## src/rtl/sipo_capture_ctrl_if.sv

```systemverilog
// Parallel-word handshake between the SIPO capture sequencer and its consumer.
// The master side presents the captured word; the slave side returns ready.
interface sipo_capture_ctrl_if #(
    parameter int WIDTH = 4
);
    logic [WIDTH-1:0] frame_data;
    logic             frame_valid;
    logic             frame_ready;
    logic             parity_err;

    modport master (
        output frame_data,
        output frame_valid,
        output parity_err,
        input  frame_ready
    );

    modport slave (
        input  frame_data,
        input  frame_valid,
        input  parity_err,
        output frame_ready
    );
endinterface

```

## src/rtl/sipo_capture_ctrl.sv

```systemverilog
// Sequencer for a bidirectional SIPO shift register: clear, WIDTH shifts, hold, gap.
// Optional even-parity cycle after the data bits: define SIPO_CAPTURE_PARITY_EN.
module sipo_capture_ctrl #(
    parameter int WIDTH     = 4,
    parameter int FRAME_GAP = 0
) (
    input  logic clk,
    input  logic reset_n,
    input  logic start_i,
    input  logic dir_i,
    input  logic serial_in,
    sipo_capture_ctrl_if.master frame,
    output logic busy,
    output logic overrun,
    output logic sr_clear,
    output logic sr_shift_en,
    output logic sr_shift_dir
);

`ifdef SIPO_CAPTURE_PARITY_EN
    localparam logic PAR_EN = 1'b1;
`else
    localparam logic PAR_EN = 1'b0;
`endif

    localparam int CW = $clog2(WIDTH);
    localparam logic [CW-1:0] CNT_LAST = CW'(WIDTH - 1);
    localparam logic [3:0]    GAP_LAST = 4'(FRAME_GAP - 1);

    typedef enum logic [2:0] {
        IDLE,
        CLR,
        SHIFT,
        PAR,
        HOLD,
        GAP
    } state_t;

    state_t           state_q, state_d;
    logic [CW-1:0]    cnt_q, cnt_d;
    logic [3:0]       gap_q, gap_d;
    logic [WIDTH-1:0] mirror_q, mirror_d;
    logic             dir_q, dir_d;
    logic             ovr_q, ovr_d;
    logic             perr_q, perr_d;
    logic             valid;

    always_ff @(posedge clk or negedge reset_n) begin
        if (!reset_n) begin
            state_q  <= IDLE;
            cnt_q    <= '0;
            gap_q    <= '0;
            mirror_q <= '0;
            dir_q    <= 1'b0;
            ovr_q    <= 1'b0;
            perr_q   <= 1'b0;
        end else begin
            state_q  <= state_d;
            cnt_q    <= cnt_d;
            gap_q    <= gap_d;
            mirror_q <= mirror_d;
            dir_q    <= dir_d;
            ovr_q    <= ovr_d;
            perr_q   <= perr_d;
        end
    end

    always_comb begin
        state_d     = state_q;
        cnt_d       = cnt_q;
        gap_d       = gap_q;
        mirror_d    = mirror_q;
        dir_d       = dir_q;
        perr_d      = perr_q;
        ovr_d       = start_i && (state_q != IDLE);
        sr_clear    = 1'b0;
        sr_shift_en = 1'b0;
        valid       = 1'b0;
        unique case (state_q)
            IDLE: begin
                if (start_i) begin
                    dir_d   = dir_i;
                    state_d = CLR;
                end
            end
            CLR: begin
                sr_clear = 1'b1;
                mirror_d = '0;
                cnt_d    = '0;
                perr_d   = 1'b0;
                state_d  = SHIFT;
            end
            SHIFT: begin
                sr_shift_en = 1'b1;
                mirror_d = dir_q ? {mirror_q[WIDTH-2:0], serial_in}
                                 : {serial_in, mirror_q[WIDTH-1:1]};
                if (cnt_q == CNT_LAST) begin
                    cnt_d   = '0;
                    state_d = PAR_EN ? PAR : HOLD;
                end else begin
                    cnt_d = cnt_q + CW'(1);
                end
            end
            PAR: begin
                // mirror is complete here; even parity over data + parity bit
                perr_d  = (^mirror_q) ^ serial_in;
                state_d = HOLD;
            end
            HOLD: begin
                valid = 1'b1;
                if (frame.frame_ready) begin
                    gap_d   = '0;
                    state_d = (FRAME_GAP == 0) ? IDLE : GAP;
                end
            end
            GAP: begin
                if (gap_q == GAP_LAST) begin
                    gap_d   = '0;
                    state_d = IDLE;
                end else begin
                    gap_d = gap_q + 4'd1;
                end
            end
            default: state_d = IDLE;
        endcase
    end

    assign frame.frame_valid = valid;
    assign frame.frame_data  = mirror_q;
    assign frame.parity_err  = PAR_EN & perr_q & valid;
    assign busy              = (state_q != IDLE);
    assign overrun           = ovr_q;
    assign sr_shift_dir      = dir_q;

endmodule

```

## src/flat_wrapper.sv

```systemverilog
// flat-port wrapper written by rule: the top's interface ports become plain ports
module sipo_capture_ctrl_flat 
#(
    parameter int WIDTH     = 4,
    parameter int FRAME_GAP = 0
)
  (clk, reset_n, start_i, dir_i, serial_in, busy, overrun, sr_clear, sr_shift_en, sr_shift_dir, frame_frame_data, frame_frame_valid, frame_parity_err, frame_frame_ready);
  sipo_capture_ctrl_if #(.WIDTH(WIDTH)) frame_i ();
  input  logic clk;
  input  logic reset_n;
  input  logic start_i;
  input  logic dir_i;
  input  logic serial_in;
  output logic busy;
  output logic overrun;
  output logic sr_clear;
  output logic sr_shift_en;
  output logic sr_shift_dir;
  output wire logic [$bits(frame_i.frame_data)-1:0] frame_frame_data;
  output wire logic [$bits(frame_i.frame_valid)-1:0] frame_frame_valid;
  output wire logic [$bits(frame_i.parity_err)-1:0] frame_parity_err;
  input wire logic [$bits(frame_i.frame_ready)-1:0] frame_frame_ready;
  assign frame_frame_data = frame_i.frame_data;
  assign frame_frame_valid = frame_i.frame_valid;
  assign frame_parity_err = frame_i.parity_err;
  assign frame_i.frame_ready = frame_frame_ready;
  sipo_capture_ctrl #(.WIDTH(WIDTH), .FRAME_GAP(FRAME_GAP)) u_core (.clk(clk), .reset_n(reset_n), .start_i(start_i), .dir_i(dir_i), .serial_in(serial_in), .frame(frame_i), .busy(busy), .overrun(overrun), .sr_clear(sr_clear), .sr_shift_en(sr_shift_en), .sr_shift_dir(sr_shift_dir));
endmodule
```

## config.mk

```make
export PLATFORM = sky130hd
export DESIGN_NAME = sipo_capture_ctrl_flat
export DESIGN_NICKNAME = d
export VERILOG_FILES = /design/src/rtl/sipo_capture_ctrl_if.sv /design/src/rtl/sipo_capture_ctrl.sv /design/src/flat_wrapper.sv
export SDC_FILE = /design/constraint.sdc
export NUM_CORES = 1
export LEC_CHECK = 0
export CORE_MARGIN = 1
export CORE_UTILIZATION = 41
export CTS_BUF_LIST = sky130_fd_sc_hd__clkbuf_8
export CTS_CLUSTER_DIAMETER = 120
export CTS_CLUSTER_SIZE = 30
export DETAILED_ROUTE_END_ITERATION = 8
export GPL_ROUTABILITY_DRIVEN = 1
export PLACE_DENSITY_LB_ADDON = 0.12
export SYNTH_ARGS = -nofsm -noshare
export SYNTH_HDL_FRONTEND = slang
export SYNTH_SLANG_ARGS = --single-unit
```

## constraint.sdc

```tcl
create_clock -name clk -period 1.6 [get_ports clk]
set_clock_uncertainty 0.2 [all_clocks]
set_input_delay 0.24 -clock clk [delete_from_list [all_inputs] [get_ports clk]]
set_output_delay 0.24 -clock clk [all_outputs]
set_load 0.05 [all_outputs]
```

==> flow_summary.yaml, run 1 <==
worst_setup_path:
  worstSetupStartpoint: "u_core.state_q[2]"
  critPathBufInv: 2
  worstPathCellList: "or3_4 -> clkinv_4 -> buf_12"
  cp_top_family: "flip-flops"
  worstSetupPathDepth: 3
  critical_path.max_stage_delay_ns: 0.44
  startpoint_type: "flop"
  cp.arrival_ns: 1.30
  end_kind: "primary output"
  worstPathMaxFanout: 5
  r2r_cells: 5
  critical_path_required_ns: 1.16
  slowest_stage: "dfrtp_2"
  rrSetupSlack_ns: 0.02
  r2r_start: "u_core.state_q[2]"
  reg2reg_to: "u_core.cnt_q[1]"
  crit_end: "sr_shift_en"
  crit_type: "flop to primary output"
routing:
  avgRoutedWirePerCell_um: 13.9
  drt-initial-drc-count: 11
  wl_mm: 1.76
  drc: 0
  vias: 654
  first_pass_iters: 4
  via_per_inst: 5.15
  ant_nets: 0
power:
  vdd_ir_drop_max_mv: 1.51
  total_power_mw: 2.67
  powerDensity_nw_per_um2: 2160
  leakage_nw: 0.554
placement:
  dpl.cell_count: 117
  place_congestion: 0.710
  placed_cell_area_um2: 1100
  io_buffers: 15
  dp_hpwl_mm: 1.25
clock_tree:
  cts_tree: "built"
  h-tree-depth: 1
  cts.reportedPaths.clkPinSlew_ns: 0.06
  clock_latency_ns: 0.24
  cts_sinks: 15
  clockRootBuffer: "clkbuf_8"
  clockBufferDepth: 2
  numCtsBuffers: 3
  holdBufCountCts: 0
min_path:
  hp-class: "primary input to asynchronous set/reset pin"
sta:
  hold_viol_final: 0
  fmax_mhz: 576
  fin_crit_sh: 1.09
  slew_violations: 0
  hold_slack_ns: 0.127
  post-route-min-period_ns: 1.74
  layout_setup_ws_ns: -0.137
  rsz0062_at_grt: "yes"
  setup_violations: 4
global_route:
  grt_use_met3: 0.0357
  grt_pass1_vias: 635
  grt_use_total: 0.206
  busiest_layer: "met1"
  grt_max_degree: 16
  overflow: 0
  met1_usage: 0.308
  met2_usage: 0.303
  grt_pass1_wl_mm: 2.99
  antenna_found_initial: 0
final_layout:
  final_nets: 111
  stdcell_area_um2: 1240
  fin_util: 0.708
  final_cell_count_no_fill: 127
  fillers: 142
  antenna_cells: 0
  area_growth_pct: 59.4
  drive_above_1_share: 0.461
floorplanning:
  start_util: 0.444
  rows: 15
  die_w_um: 45.5
  dieArea_um2: 2070
  dieHeight_um: 45.5
  core-area_um2: 1750
  io_pins: 17
status:
  outcome: "finished with violations"
  violations: "negative setup slack"
synth:
  syn_inst: 72
  syn-num-nets: 80
  yosys_warnings: 0
  synth-seq-cells: 15
  yosysSeqAreaShare: 0.484
  syn_area_per_cell_um2: 10.8
  syn_area_um2: 776
  post_synth_num_cell_types: 36
run:
  maxCapViolations: 0
==> kinds of logic (layout without fill, tap and decap cells) <==
group | after synthesis | in the layout | share of synthesized area
and+or+nand+nor | 22 | 22 | 0.181
DFF | 15 | 15 | 0.484
muxes | 5 | 5 | 0.0661
other | 1 | 1 | 0.00483
AOI/OAI and AO/OA | 18 | 18 | 0.165
buffers and inverters | 9 | 39 | 0.0677
adders and majority gates | 2 | 2 | 0.0323
==> what timing repair did <==
action                     4_1_cts  5_1_grt
buffers inserted                 5        1
hold endpoints to repair         0        0
setup endpoints to repair        5        9
resized for setup                8        6
pin swaps                        3        3
cloned                           0        0
==> worst min-delay path by stage <==
stage                          from                    endpoint  slack (ns)
floorplan                   reset_n             u_core.cnt_q[0]       -0.26
global placement    u_core.cnt_q[1]             u_core.cnt_q[1]        0.29
detailed placement  u_core.cnt_q[1]             u_core.cnt_q[1]        0.29
CTS                         reset_n  u_core.frame.frame_data[3]        0.13
global route                reset_n             u_core.gap_q[2]        0.16
finish                      reset_n             u_core.gap_q[2]        0.13
==> stage by stage <==
step / setup WS, ns / setup TNS (ns)
after floorplan: -0.0732 / -0.241
after global placement: -0.0355 / -0.0355
after detailed placement: -0.0896 / -0.0896
after CTS: -0.142 / -0.414
after global routing: -0.158 / -0.581
final: -0.137 / -0.389
==> cells in the final DEF (no fill, tap or decap), types with 2 or more instances in the layout <==
| master | Yosys | layout |
|---|---|---|
| a22o_1 | 2 | 2 |
| buf_12 | 0 | 9 |
| buf_4 | 1 | 15 |
| buf_6 | 1 | 2 |
| clkbuf_8 | 0 | 3 |
| clkdlybuf4s50_1 | 0 | 5 |
| dfrtp_1 | 15 | 12 |
| dfrtp_2 | 0 | 3 |
| ha_1 | 2 | 2 |
| inv_1 | 2 | 2 |
| inv_2 | 1 | 2 |
| mux2i_1 | 4 | 4 |
| nand2_1 | 3 | 2 |
| nand2b_1 | 2 | 2 |
| nand3_1 | 2 | 2 |
| nor2_1 | 3 | 2 |
| nor2_4 | 0 | 2 |
| o21ai_0 | 6 | 4 |
| o21ai_1 | 0 | 2 |
| o2bb2ai_1 | 4 | 4 |
| or3_4 | 1 | 2 |
==> power breakdown <==
| group | internal, mW | switching, mW | leakage [nW] |
|---|---|---|---|
| clock | 0.169 | 0.121 | 0.0269 |
| combinational | 0.844 | 0.815 | 0.335 |
| sequential | 0.528 | 0.189 | 0.193 |
| total | 1.54 | 1.13 | 0.554 |
==> registers in the layout (all words and copies together) (netlist names) <==
register	count
u_core.frame.frame_data	4
u_core.sr_shift_dir	1
u_core.state_q	3
u_core.gap_q	4
u_core.overrun	1
u_core.cnt_q	2
==> metal layers <==
| layer | part of all wire | wire length [um] | vias up |
|---|---|---|---|
| met4 | 0.0057 | 10 | 0 |
| met1 | 0.50 | 877 | 310 |
| met5 | 0 | 0 | - |
| met3 | 0.045 | 80 | 2 |
| met2 | 0.45 | 792 | 20 |
| li1 | - | - | 322 |
==> worst register-to-register path, cell delays in order, from the launching register on <==
cell,delay [ns]
dfrtp_2,0.44
or3_4,0.43
clkinv_4,0.07
buf_4,0.11
nor2_4,0.05
a22o_1,0.17
==> cells in the mapped netlist, drive strengths merged <==
| cell | instances | area share |
|---|---|---|
| nor3b | 1 | 0.0097 |
| mux2 | 1 | 0.015 |
| nand3 | 2 | 0.013 |
| and2b | 1 | 0.011 |
| or3 | 3 | 0.034 |
| nor4 | 1 | 0.0081 |
| o211ai | 1 | 0.0097 |
| ha | 2 | 0.032 |
| a21oi | 1 | 0.0064 |
| nand3b | 1 | 0.0097 |
| nand2b | 3 | 0.027 |
| and2 | 1 | 0.0081 |
| a22o | 2 | 0.023 |
| buf | 5 | 0.042 |
| dfrtp | 15 | 0.48 |
| a32o | 1 | 0.013 |
| mux2i | 4 | 0.052 |
| o2bb2ai | 4 | 0.045 |
| or4 | 1 | 0.0097 |
| clkinv | 1 | 0.011 |
| o21bai | 1 | 0.0097 |
| nand2 | 3 | 0.015 |
| conb | 1 | 0.0048 |
| and3b | 1 | 0.013 |
| o21ai | 6 | 0.039 |
| nor2 | 4 | 0.023 |
| o22ai | 1 | 0.0081 |
| inv | 3 | 0.015 |
| a311oi | 1 | 0.011 |
==> final cells by class <==
type,count,area [um2],share of cell area
clock buffer,3,41.3,0.0334
tap,25,31.3,0.0253
multi-input combinational,48,395,0.320
sequential,15,379,0.307
clock inverter,1,3.75,0.00304
timing repair buffer,31,365,0.296
inverter,4,20.0,0.0162
No activity file was read; power rests on OpenSTA's default activity.
==> run 2, diff against run 1 <==
SETUP_SLACK_MARGIN = 0.4   (was default)
==> run 2 against run 1 <==
  * The flow still finishes with violations (negative setup slack)
  * Register-to-register slack lost 0.11 ns
  * Design area grew 17%
  * Combinational power rose by 32%
  * First-iteration DRC count shrank 27%
  * Routed wire length up 28%
  * Non-clock buffer count grew 13
  * Critical endpoint unchanged
  * Largest cell class is now buffers
==> flow_summary.yaml, run 2 (same netlist as run 1, synthesis figures left out) <==
floorplanning:
  core-area_um2: 1750
  start_util: 0.444
  rows: 15
  io_pins: 17
  dieArea_um2: 2070
  die_w_um: 45.5
  dieHeight_um: 45.5
routing:
  first_pass_iters: 4
  via_per_inst: 5.22
  vias: 731
  wl_mm: 2.25
  drt-initial-drc-count: 8
  drc: 0
  ant_nets: 0
  avgRoutedWirePerCell_um: 16.1
placement:
  dp_hpwl_mm: 1.23
  io_buffers: 15
  dp_worst_setup_slack_ns: -0.105
  place_congestion: 0.698
  dpl.cell_count: 115
global_route:
  antenna_found_initial: 0
  met1_usage: 0.301
  grt_pass1_vias: 725
  busiest_layer: "met2"
  overflow: 0
  grt_use_met3: 0.0437
  grt_use_total: 0.226
  met2_usage: 0.360
  grt_pass1_wl_mm: 3.26
  grt_max_degree: 16
power:
  powerDensity_nw_per_um2: 2200
  pwr-share-clk: 0.096
  comb_power_share: 0.687
  p_sw_mw: 1.34
  vdd_ir_drop_max_mv: 1.96
  leakage_nw: 0.638
  power_frac_seq: 0.217
  power.internal_mw: 1.85
  swShare: 0.420
min_path:
  hp-class: "primary input to asynchronous set/reset pin"
sta:
  slew_violations: 0
  fin_crit_sh: 1.10
  fin_setup_tns_ns: -0.846
  setup_violations: 11
  layout_setup_ws_ns: -0.156
  rsz0062_at_grt: "yes"
  post-route-min-period_ns: 1.76
  hold_viol_final: 0
  fmax_mhz: 569
worst_setup_path:
  r2r_start: "u_core.state_q[1]"
  worstPathMaxFanout: 4
  reg2reg_to: "u_core.state_q[1]"
  critical_path_required_ns: 1.16
  end_kind: "primary output"
  r2r_cells: 6
  rrSetupSlack_ns: -0.09
  startpoint_type: "flop"
  crit_type: "flop to primary output"
  cp.arrival_ns: 1.32
final_layout:
  antenna_cells: 0
  fillers: 99
  multiInputGateArea_um2: 467
  mostFrequentLayoutCell: "buf_4"
  mostFrequentLayoutCells: "buf_4 (21), dfrtp_1 (11), buf_12 (9)"
  drive_above_1_share: 0.652
  final_nets: 124
  final_cell_count_no_fill: 140
  seq_area_um2: 380
  area_growth_pct: 86.6
clock_tree:
  cts.reportedPaths.clkPinSlew_ns: 0.06
  clock_latency_ns: 0.25
  h-tree-depth: 1
  numCtsBuffers: 3
  clockBufferDepth: 2
  clockRootBuffer: "clkbuf_8"
  cts_tree: "built"
  cts_sinks: 15
run:
  maxCapViolations: 0
status:
  outcome: "finished with violations"
  violations: "negative setup slack"
run 2: cell types whose count changed in the layout (fill, tap and decap cells not counted), sizes merged:
cell	change
inv	-1
clkinvlp	+1
buf	+13
run 2: critical path: stages (launching register included):
cell and delay (ns):
dfrtp_2 0.41, inv_2 0.06, or3_4 0.41, clkinv_8 0.06
buf_12 0.12
run 2: worst max path at each step:
stage	startpoint	slack, ns	cells past startpoint	to
5_1_grt	u_core.state_q[0]	-0.18	3	sr_shift_en
6_report	u_core.state_q[1]	-0.16	4	sr_shift_en
2_1_floorplan	u_core.state_q[2]	-0.07	4	u_core.cnt_q[1]
4_1_cts	u_core.state_q[0]	-0.14	3	sr_shift_en
3_5_place_dp	frame_frame_ready	-0.11	4	u_core.gap_q[3]
3_3_place_gp	frame_frame_ready	-0.04	4	u_core.gap_q[3]
run 2: what timing repair did:
item                                    4_1_cts  5_1_grt
endpoints found under the setup margin       25       25
hold buffers                                  0        0
buffers inserted                             16        5
pin swaps                                    11        9
gates resized for setup                      25       10
run 2: layout make-up:
cell class / instances / share of cell area
Clock buffer: 3 / 0.0285
Tap cell: 25 / 0.0216
Clock inverter: 1 / 0.00259
Sequential cell: 15 / 0.263
Inverter: 4 / 0.0216
Timing Repair Buffer: 44 / 0.341
Multi-Input combinational cell: 48 / 0.322
run 2: power by group through the flow:
stage / logic, mW / registers, mW / clock network [mW]
floorplan: 0.790 / 0.846 / 0
global placement: 1.45 / 0.736 / 0
detailed placement: 1.47 / 0.747 / 0
CTS: 1.96 / 0.683 / 0.304
global route: 2.29 / 0.708 / 0.320
finish: 2.19 / 0.692 / 0.304
run 2: per-stage QoR:
| step | area [um2] | power, mW | utilization | hold WS (ns) |
|---|---|---|---|---|
| floorplan | 833 | 1.64 | - | -0.256 |
| global placement | 1120 | 2.19 | 0.639 | 0.297 |
| detailed placement | 1120 | 2.22 | 0.639 | 0.322 |
| CTS | 1360 | 2.95 | 0.781 | 0.114 |
| global route | 1450 | 3.32 | 0.829 | 0.141 |
| finish | 1450 | 3.19 | 0.829 | 0.107 |
run 2: layer usage:
layer | vias up | wire length, um
li1 | 343 | -
met1 | 354 | 980
met2 | 28 | 1150
met3 | 6 | 89
met4 | 0 | 30
met5 | - | 0
